==> src/rtl/reg_file_pkg.sv <==
`default_nettype none
// ============================================================================
//  Module      : reg_file_pkg
//  Description : Shared types for the parametrised register file. Holds the
//                clear-sequencer state encoding used by the sequencer and top.
//  Revision    : 1.0 - initial release
// ============================================================================
package reg_file_pkg;

    // CLEAR: array is being swept to zero, writes refused.
    // RUN  : normal operation.
    typedef enum logic {
        CLEAR = 1'b0,
        RUN   = 1'b1
    } rf_state_t;

endpackage : reg_file_pkg
`default_nettype wire

==> src/rtl/reg_file_clr_seq.sv <==
`default_nettype none
// ============================================================================
//  Module      : reg_file_clr_seq
//  Description : Post-reset clear sequencer. Walks a pointer from 0 to
//                DEPTH-1, requesting a zero write at each address, then
//                parks in RUN until the next reset.
//  Ports       : clk        - system clock
//                i_rst      - synchronous active-high reset
//                o_busy     - clear sweep in progress
//                o_clr_we   - zero-write request for the array this cycle
//                o_clr_addr - address to be zeroed
//  Revision    : 1.0 - initial release
// ============================================================================
module reg_file_clr_seq
    import reg_file_pkg::*;
#(
    parameter int ADDR_W = 4
) (
    input  logic              clk,
    input  logic              i_rst,
    output logic              o_busy,
    output logic              o_clr_we,
    output logic [ADDR_W-1:0] o_clr_addr
);

    // Last address of the sweep; comparing against it (rather than waiting
    // for the pointer to wrap) keeps the pointer at ADDR_W bits.
    localparam logic [ADDR_W-1:0] c_LAST_ADDR = '1;

    rf_state_t         r_state;
    rf_state_t         w_state_nxt;
    logic [ADDR_W-1:0] r_clr_ptr;
    logic [ADDR_W-1:0] w_clr_ptr_nxt;

    always_ff @(posedge clk) begin
        if (i_rst) begin
            r_state   <= CLEAR;
            r_clr_ptr <= '0;
        end else begin
            r_state   <= w_state_nxt;
            r_clr_ptr <= w_clr_ptr_nxt;
        end
    end

    always_comb begin
        w_state_nxt   = r_state;
        w_clr_ptr_nxt = r_clr_ptr;
        case (r_state)
            CLEAR: begin
                if (r_clr_ptr == c_LAST_ADDR) begin
                    w_state_nxt = RUN;
                end else begin
                    w_clr_ptr_nxt = r_clr_ptr + 1'b1;
                end
            end
            RUN:     w_state_nxt = RUN;
            default: w_state_nxt = CLEAR;
        endcase
    end

    assign o_busy     = (r_state == CLEAR);
    // Reset edges must leave the array alone, so the zero write is held off
    // while reset is asserted.
    assign o_clr_we   = o_busy & ~i_rst;
    assign o_clr_addr = r_clr_ptr;

endmodule : reg_file_clr_seq
`default_nettype wire

==> src/rtl/reg_file_param.sv <==
`default_nettype none
// ============================================================================
//  Module      : reg_file_param
//  Description : Parametrised 2-read / 1-write register file with a hardware
//                clear sweep after reset, optional write-to-read bypass and
//                optional hardwired-zero register 0.
//  Ports       : clk                  - system clock
//                reset                - synchronous active-high reset
//                write/wr_addr/wr_data - write port
//                rd_addr_a/rd_data_a  - A read port (combinational)
//                rd_addr_b/rd_data_b  - B read port (combinational)
//                busy                 - clear sweep running, writes refused
//                wr_err               - 1-cycle pulse, a write was refused
//  Revision    : 1.0 - initial release
// ============================================================================
module reg_file_param
    import reg_file_pkg::*;
#(
    parameter int DATA_W   = 16,
    parameter int ADDR_W   = 4,
    parameter int ZERO_REG = 0,
    parameter int BYPASS   = 1
) (
    input  logic              clk,
    input  logic              reset,
    input  logic              write,
    input  logic [ADDR_W-1:0] wr_addr,
    input  logic [DATA_W-1:0] wr_data,
    input  logic [ADDR_W-1:0] rd_addr_a,
    output logic [DATA_W-1:0] rd_data_a,
    input  logic [ADDR_W-1:0] rd_addr_b,
    output logic [DATA_W-1:0] rd_data_b,
    output logic              busy,
    output logic              wr_err
);

    localparam int c_DEPTH = 1 << ADDR_W;

    logic [DATA_W-1:0] r_mem [c_DEPTH];
    logic              r_wr_err;
    logic              w_busy;
    logic              w_clr_we;
    logic [ADDR_W-1:0] w_clr_addr;
    logic              w_zero_wr;
    logic              w_wr_en;

    reg_file_clr_seq #(
        .ADDR_W (ADDR_W)
    ) u_clr_seq (
        .clk        (clk),
        .i_rst      (reset),
        .o_busy     (w_busy),
        .o_clr_we   (w_clr_we),
        .o_clr_addr (w_clr_addr)
    );

    // Writes aimed at a hardwired-zero register 0 are silently discarded.
    generate
        if (ZERO_REG != 0) begin : g_zero_reg
            assign w_zero_wr = (wr_addr == '0);
        end else begin : g_no_zero_reg
            assign w_zero_wr = 1'b0;
        end
    endgenerate

    // Busy already excludes the sweep, so user and clear writes never collide.
    assign w_wr_en = write & ~w_busy & ~w_zero_wr & ~reset;

    always_ff @(posedge clk) begin
        if (w_clr_we) begin
            r_mem[w_clr_addr] <= '0;
        end else if (w_wr_en) begin
            r_mem[wr_addr] <= wr_data;
        end
    end

    always_ff @(posedge clk) begin
        if (reset) begin
            r_wr_err <= 1'b0;
        end else begin
            r_wr_err <= write & w_busy;
        end
    end

    // Read resolution, evaluated per port: busy and zero-reg force zero,
    // then a same-cycle write to the same address wins when bypass is on.
    function automatic logic [DATA_W-1:0] f_read(input logic [ADDR_W-1:0] addr);
        logic [DATA_W-1:0] data;
        data = r_mem[addr];
        if (w_busy) begin
            data = '0;
        end else if ((ZERO_REG != 0) && (addr == '0)) begin
            data = '0;
        end else if ((BYPASS != 0) && write && (addr == wr_addr)) begin
            data = wr_data;
        end
        return data;
    endfunction

    always_comb rd_data_a = f_read(rd_addr_a);
    always_comb rd_data_b = f_read(rd_addr_b);

    assign busy   = w_busy;
    assign wr_err = r_wr_err;

endmodule : reg_file_param
`default_nettype wire
==> config.mk <==
export PLATFORM = sky130hd
export DESIGN_NAME = reg_file_param
export DESIGN_NICKNAME = d
export VERILOG_FILES = /design/src/rtl/reg_file_pkg.sv /design/src/rtl/reg_file_clr_seq.sv /design/src/rtl/reg_file_param.sv
export SDC_FILE = /design/constraint.sdc
export NUM_CORES = 1
export LEC_CHECK = 0
export ABC_AREA = 1
export ABC_CLOCK_PERIOD_IN_PS = 2100
export CAP_MARGIN = 5
export CORE_ASPECT_RATIO = 1.25
export CORE_MARGIN = 2
export CORE_UTILIZATION = 45
export DETAILED_ROUTE_END_ITERATION = 12
export PLACE_DENSITY = 0.62
export SYNTH_ARGS = -nofsm -noshare
export SYNTH_HDL_FRONTEND = slang
export SYNTH_HIERARCHICAL = 1
export SYNTH_SLANG_ARGS = --single-unit
==> constraint.sdc <==
create_clock -name clk -period 2.1 [get_ports clk]
set_input_delay 0.42 -clock clk [delete_from_list [all_inputs] [get_ports clk]]
set_output_delay 0.42 -clock clk [all_outputs]
set_load 0.01 [all_outputs]
==> flow_metrics.env <==
export IMPL_grt_max_degree=53
export IMPL_die_h_um=207
export IMPL_grt_use_total_pct=29.2
export IMPL_synth_avg_cell_area_um2=7.86
export IMPL_busiest_layer="met2"
export IMPL_core_area_um2=32600
export IMPL_fin_cells=2467
export IMPL_cp_top_family="simple AND/OR/NAND/NOR gates"
export IMPL_worstReg2RegStart="u_clr_seq/r_state$_SDFF_PP0_"
export IMPL_clock_root_buffer="clkbuf_16"
export IMPL_ir_drop_mv=0.884
export IMPL_r2r_slack_ps=110
export IMPL_area_delta_synth_final_pct=34.1
export IMPL_post_route_period_util_pct=103
export IMPL_cts_buffer_depth=3
export IMPL_layout_setup_ws_ps=-60.4
export IMPL_syn_num_nets=1921
export IMPL_yosys_warnings=6
export IMPL_final_area_um2=19900
export IMPL_path_buf_inv=3
export IMPL_drt_wl_total_um=52400
export IMPL_rows=74
export IMPL_start_util_pct=45.6
export IMPL_worstPathCellList="inv_1, nand2_1, nand3_1, nand3_2, nand3_4, nand3_2, nand2_2, inv_1, buf_2"
export IMPL_dieWidth_um=166
export IMPL_whs_path_depth=2
export IMPL_overflow=0
export IMPL_worst_slew_pin_transition_ps=947
export IMPL_cts_tree="done"
export IMPL_grt_pass1_vias=13500
export IMPL_synth_distinct_cells=27
export IMPL_holdBufCountCts=0
export IMPL_min_to="wr_err$_SDFF_PP0_"
export IMPL_cp_required_ps=1680
export IMPL_dr_first_iter_drc_count=1321
export IMPL_syn_area_um2=14800
export IMPL_route_vias_total=14000
export IMPL_hold_path_class="in -> reg"
export IMPL_fin_nets=2060
export IMPL_clkSinkCount=262
export IMPL_final_hold_violation_count=0
export IMPL_placed_cells=2406
export IMPL_nFillCells=2725
export IMPL_place_ws_ps=-771
export IMPL_period_minus_slack_ps=2160
export IMPL_dieArea_um2=34500
export IMPL_slew_viol_final=0
export IMPL_hpwl_um=33100
export IMPL_setup_viol=13
export IMPL_end_kind="output pin"
export IMPL_n_antenna_cell=0
export IMPL_crit_slowest_cell="edfxtp_1"
export IMPL_rsz0062_at_grt="yes"
export IMPL_crit_fanout=2
export IMPL_power_leakage_nw=9.30
export IMPL_io_pins=65
export IMPL_reg2reg_depth=8
export IMPL_hold_start="reset"
export IMPL_gp_congestion=0.948
export IMPL_grt_util_met2_pct=46.9
export IMPL_max_cap_violations=0
export IMPL_numPortBuffers=64
export IMPL_fin_skew_ps=20.4
export IMPL_grt_pass1_wl_um=77200
export IMPL_rr_endpoint="r_mem[15][0]$_DFFE_PP_"
export IMPL_dpl_cell_area_um2=17200
export IMPL_fmax_mhz=463
export IMPL_clk_insertion_delay_late_ps=570
export IMPL_power_density_nw_per_um2=637
export IMPL_ant_nets=0
export IMPL_cp_slowest_stage_delay_ps=370
export IMPL_post_drt_via_cell_ratio=5.68
export IMPL_antenna_found_initial=0
export IMPL_grtUsageMet3_pct=6.44
export IMPL_start_kind="register"
export IMPL_path_clk_slew_ps=60
export IMPL_met1_usage_pct=37.1
export IMPL_criticalPathCategory="reg -> out"
export IMPL_postSynthCellCount=1889
export IMPL_violations="negative setup slack"
export IMPL_drc=0
export IMPL_status="complete, but fails checks"
export IMPL_firstDrtPassIters=6
export IMPL_arrival_ps=1740
export IMPL_final_layout_size_suffix_gt1_share_pct=36.7
export IMPL_cts_buffers=28
export IMPL_wl_per_cell_um=21.3
export IMPL_yosysSeqAreaShare_pct=52.6
export IMPL_relSlewSlack_pct=36.6
export IMPL_ctsHtreeMaxLevel=1
export IMPL_synth_seq_cells=262
-- cell type report --
| cell class | instances | area, µm² | share of cell area (%) |
|---|---|---|---|
| flip-flops and latches | 262 | 7810 | 39.2 |
| inverters | 327 | 1250 | 6.28 |
| clock buffers | 34 | 723 | 3.63 |
| well taps | 418 | 523 | 2.63 |
| repair buffers | 225 | 2570 | 12.9 |
| multi-input cells | 1184 | 6850 | 34.4 |
| clock inverters | 17 | 189 | 0.949 |
-- logic make-up (layout without fill, tap and decap cells) --
group                      count (synthesis)  in the layout  share of synthesized area [%]
xor gates and xnor gates                   4              4                          0.236
and+or+nand+nor                         1170           1170                           34.1
AOI/OAI and AO/OA                          9              9                          0.379
adders and majority gates                  1              1                         0.0843
DFF                                      262            262                           52.6
buffers and inverters                    443            603                           12.6
-- worst register-to-register path, delay by kind of cell, from the launching register on --
| kind | cells | cell delay [ps] |
|---|---|---|
| and+or+nand+nor | 4 | 640 |
| AOI/OAI and AO/OA | 1 | 170 |
| DFF | 1 | 370 |
| buffers and inverters | 3 | 520 |
-- how the worst max path moves through the flow --
stage | from | end | slack (ps) | depth (start not counted)
finish | r_mem[5][5]$_DFFE_PP_ | rd_data_b[5] | -60 | 9
global route | r_mem[11][5]$_DFFE_PP_ | rd_data_b[5] | -130 | 9
CTS | r_mem[9][5]$_DFFE_PP_ | rd_data_b[5] | -70 | 9
detailed placement | wr_addr[0] | rd_data_a[7] | -770 | 11
global placement | rd_addr_b[2] | rd_data_b[0] | -770 | 11
floorplan | u_clr_seq/r_state$_SDFF_PP0_ | r_mem[4][0]$_DFFE_PP_ | -160 | 10
-- synthesized netlist by cell type, drive strengths merged --
cell type / n / area share (%)
a21oi: 1 / 0.034
buf: 97 / 3.9
clkbuf: 19 / 0.48
dfxtp: 6 / 0.81
edfxtp: 256 / 52
ha: 1 / 0.084
inv: 327 / 8.3
nand2: 565 / 14
nand3: 489 / 17
nand4: 1 / 0.042
nor2: 113 / 2.9
nor3: 2 / 0.10
o21ai: 8 / 0.35
xnor2: 1 / 0.059
xor2: 3 / 0.18
-- layer usage --
metal  vias to the layer above  share of wire, %
met5                         -                 0
met4                         0               5.5
met3                       212                10
met2                       859                46
met1                      6612                38
li1                       6325                 -
-- placed cells by master (no fill, tap or decap), drive strengths merged --
master and count:
nand4 1, dfxtp 6, inv 327, nor2 113, bufbuf 1, dlymetal6s2s 1
nand3 489, clkdlybuf4s15 2, clkbuf 36, a21oi 1, edfxtp 256, clkinv 13
o21ai 8, bufinv 4, buf 201, nand2 565, xnor2 1, clkdlybuf4s50 17
ha 1, nor3 2, dlygate4sd2 1, xor2 3
-- stage by stage --
stage	power (W)	hold slack, ps	utilization, %	TNS (ps)
floorplan	0.00670	490	-	-40550
CTS	0.0125	392	57.3	-310
detailed placement	0.00740	530	52.8	-218990
finish	0.0127	194	61.1	-326
global route	0.0130	201	61.1	-2230
global placement	0.00739	524	52.8	-215410
-- flip-flops by register name, indices dropped and copies added (netlist names) --
| name | cells |
|---|---|
| u_clr_seq/r_state | 1 |
| u_clr_seq/o_clr_addr | 4 |
| r_mem | 256 |
| wr_err | 1 |
-- power by group --
part           internal [W]  switching (W)
registers           0.00572      0.0000226
logic              0.000734        0.00120
clock network       0.00293        0.00207
total               0.00938        0.00330
-- timing repair --
item	4_1_cts	5_1_grt
cloned	2	2
hold endpoints to repair	0	0
endpoints found under the setup margin	43	438
buffers inserted	9	0
resized for setup	300	391
pin swaps	68	161
Power figures use the tool's default switching activity.
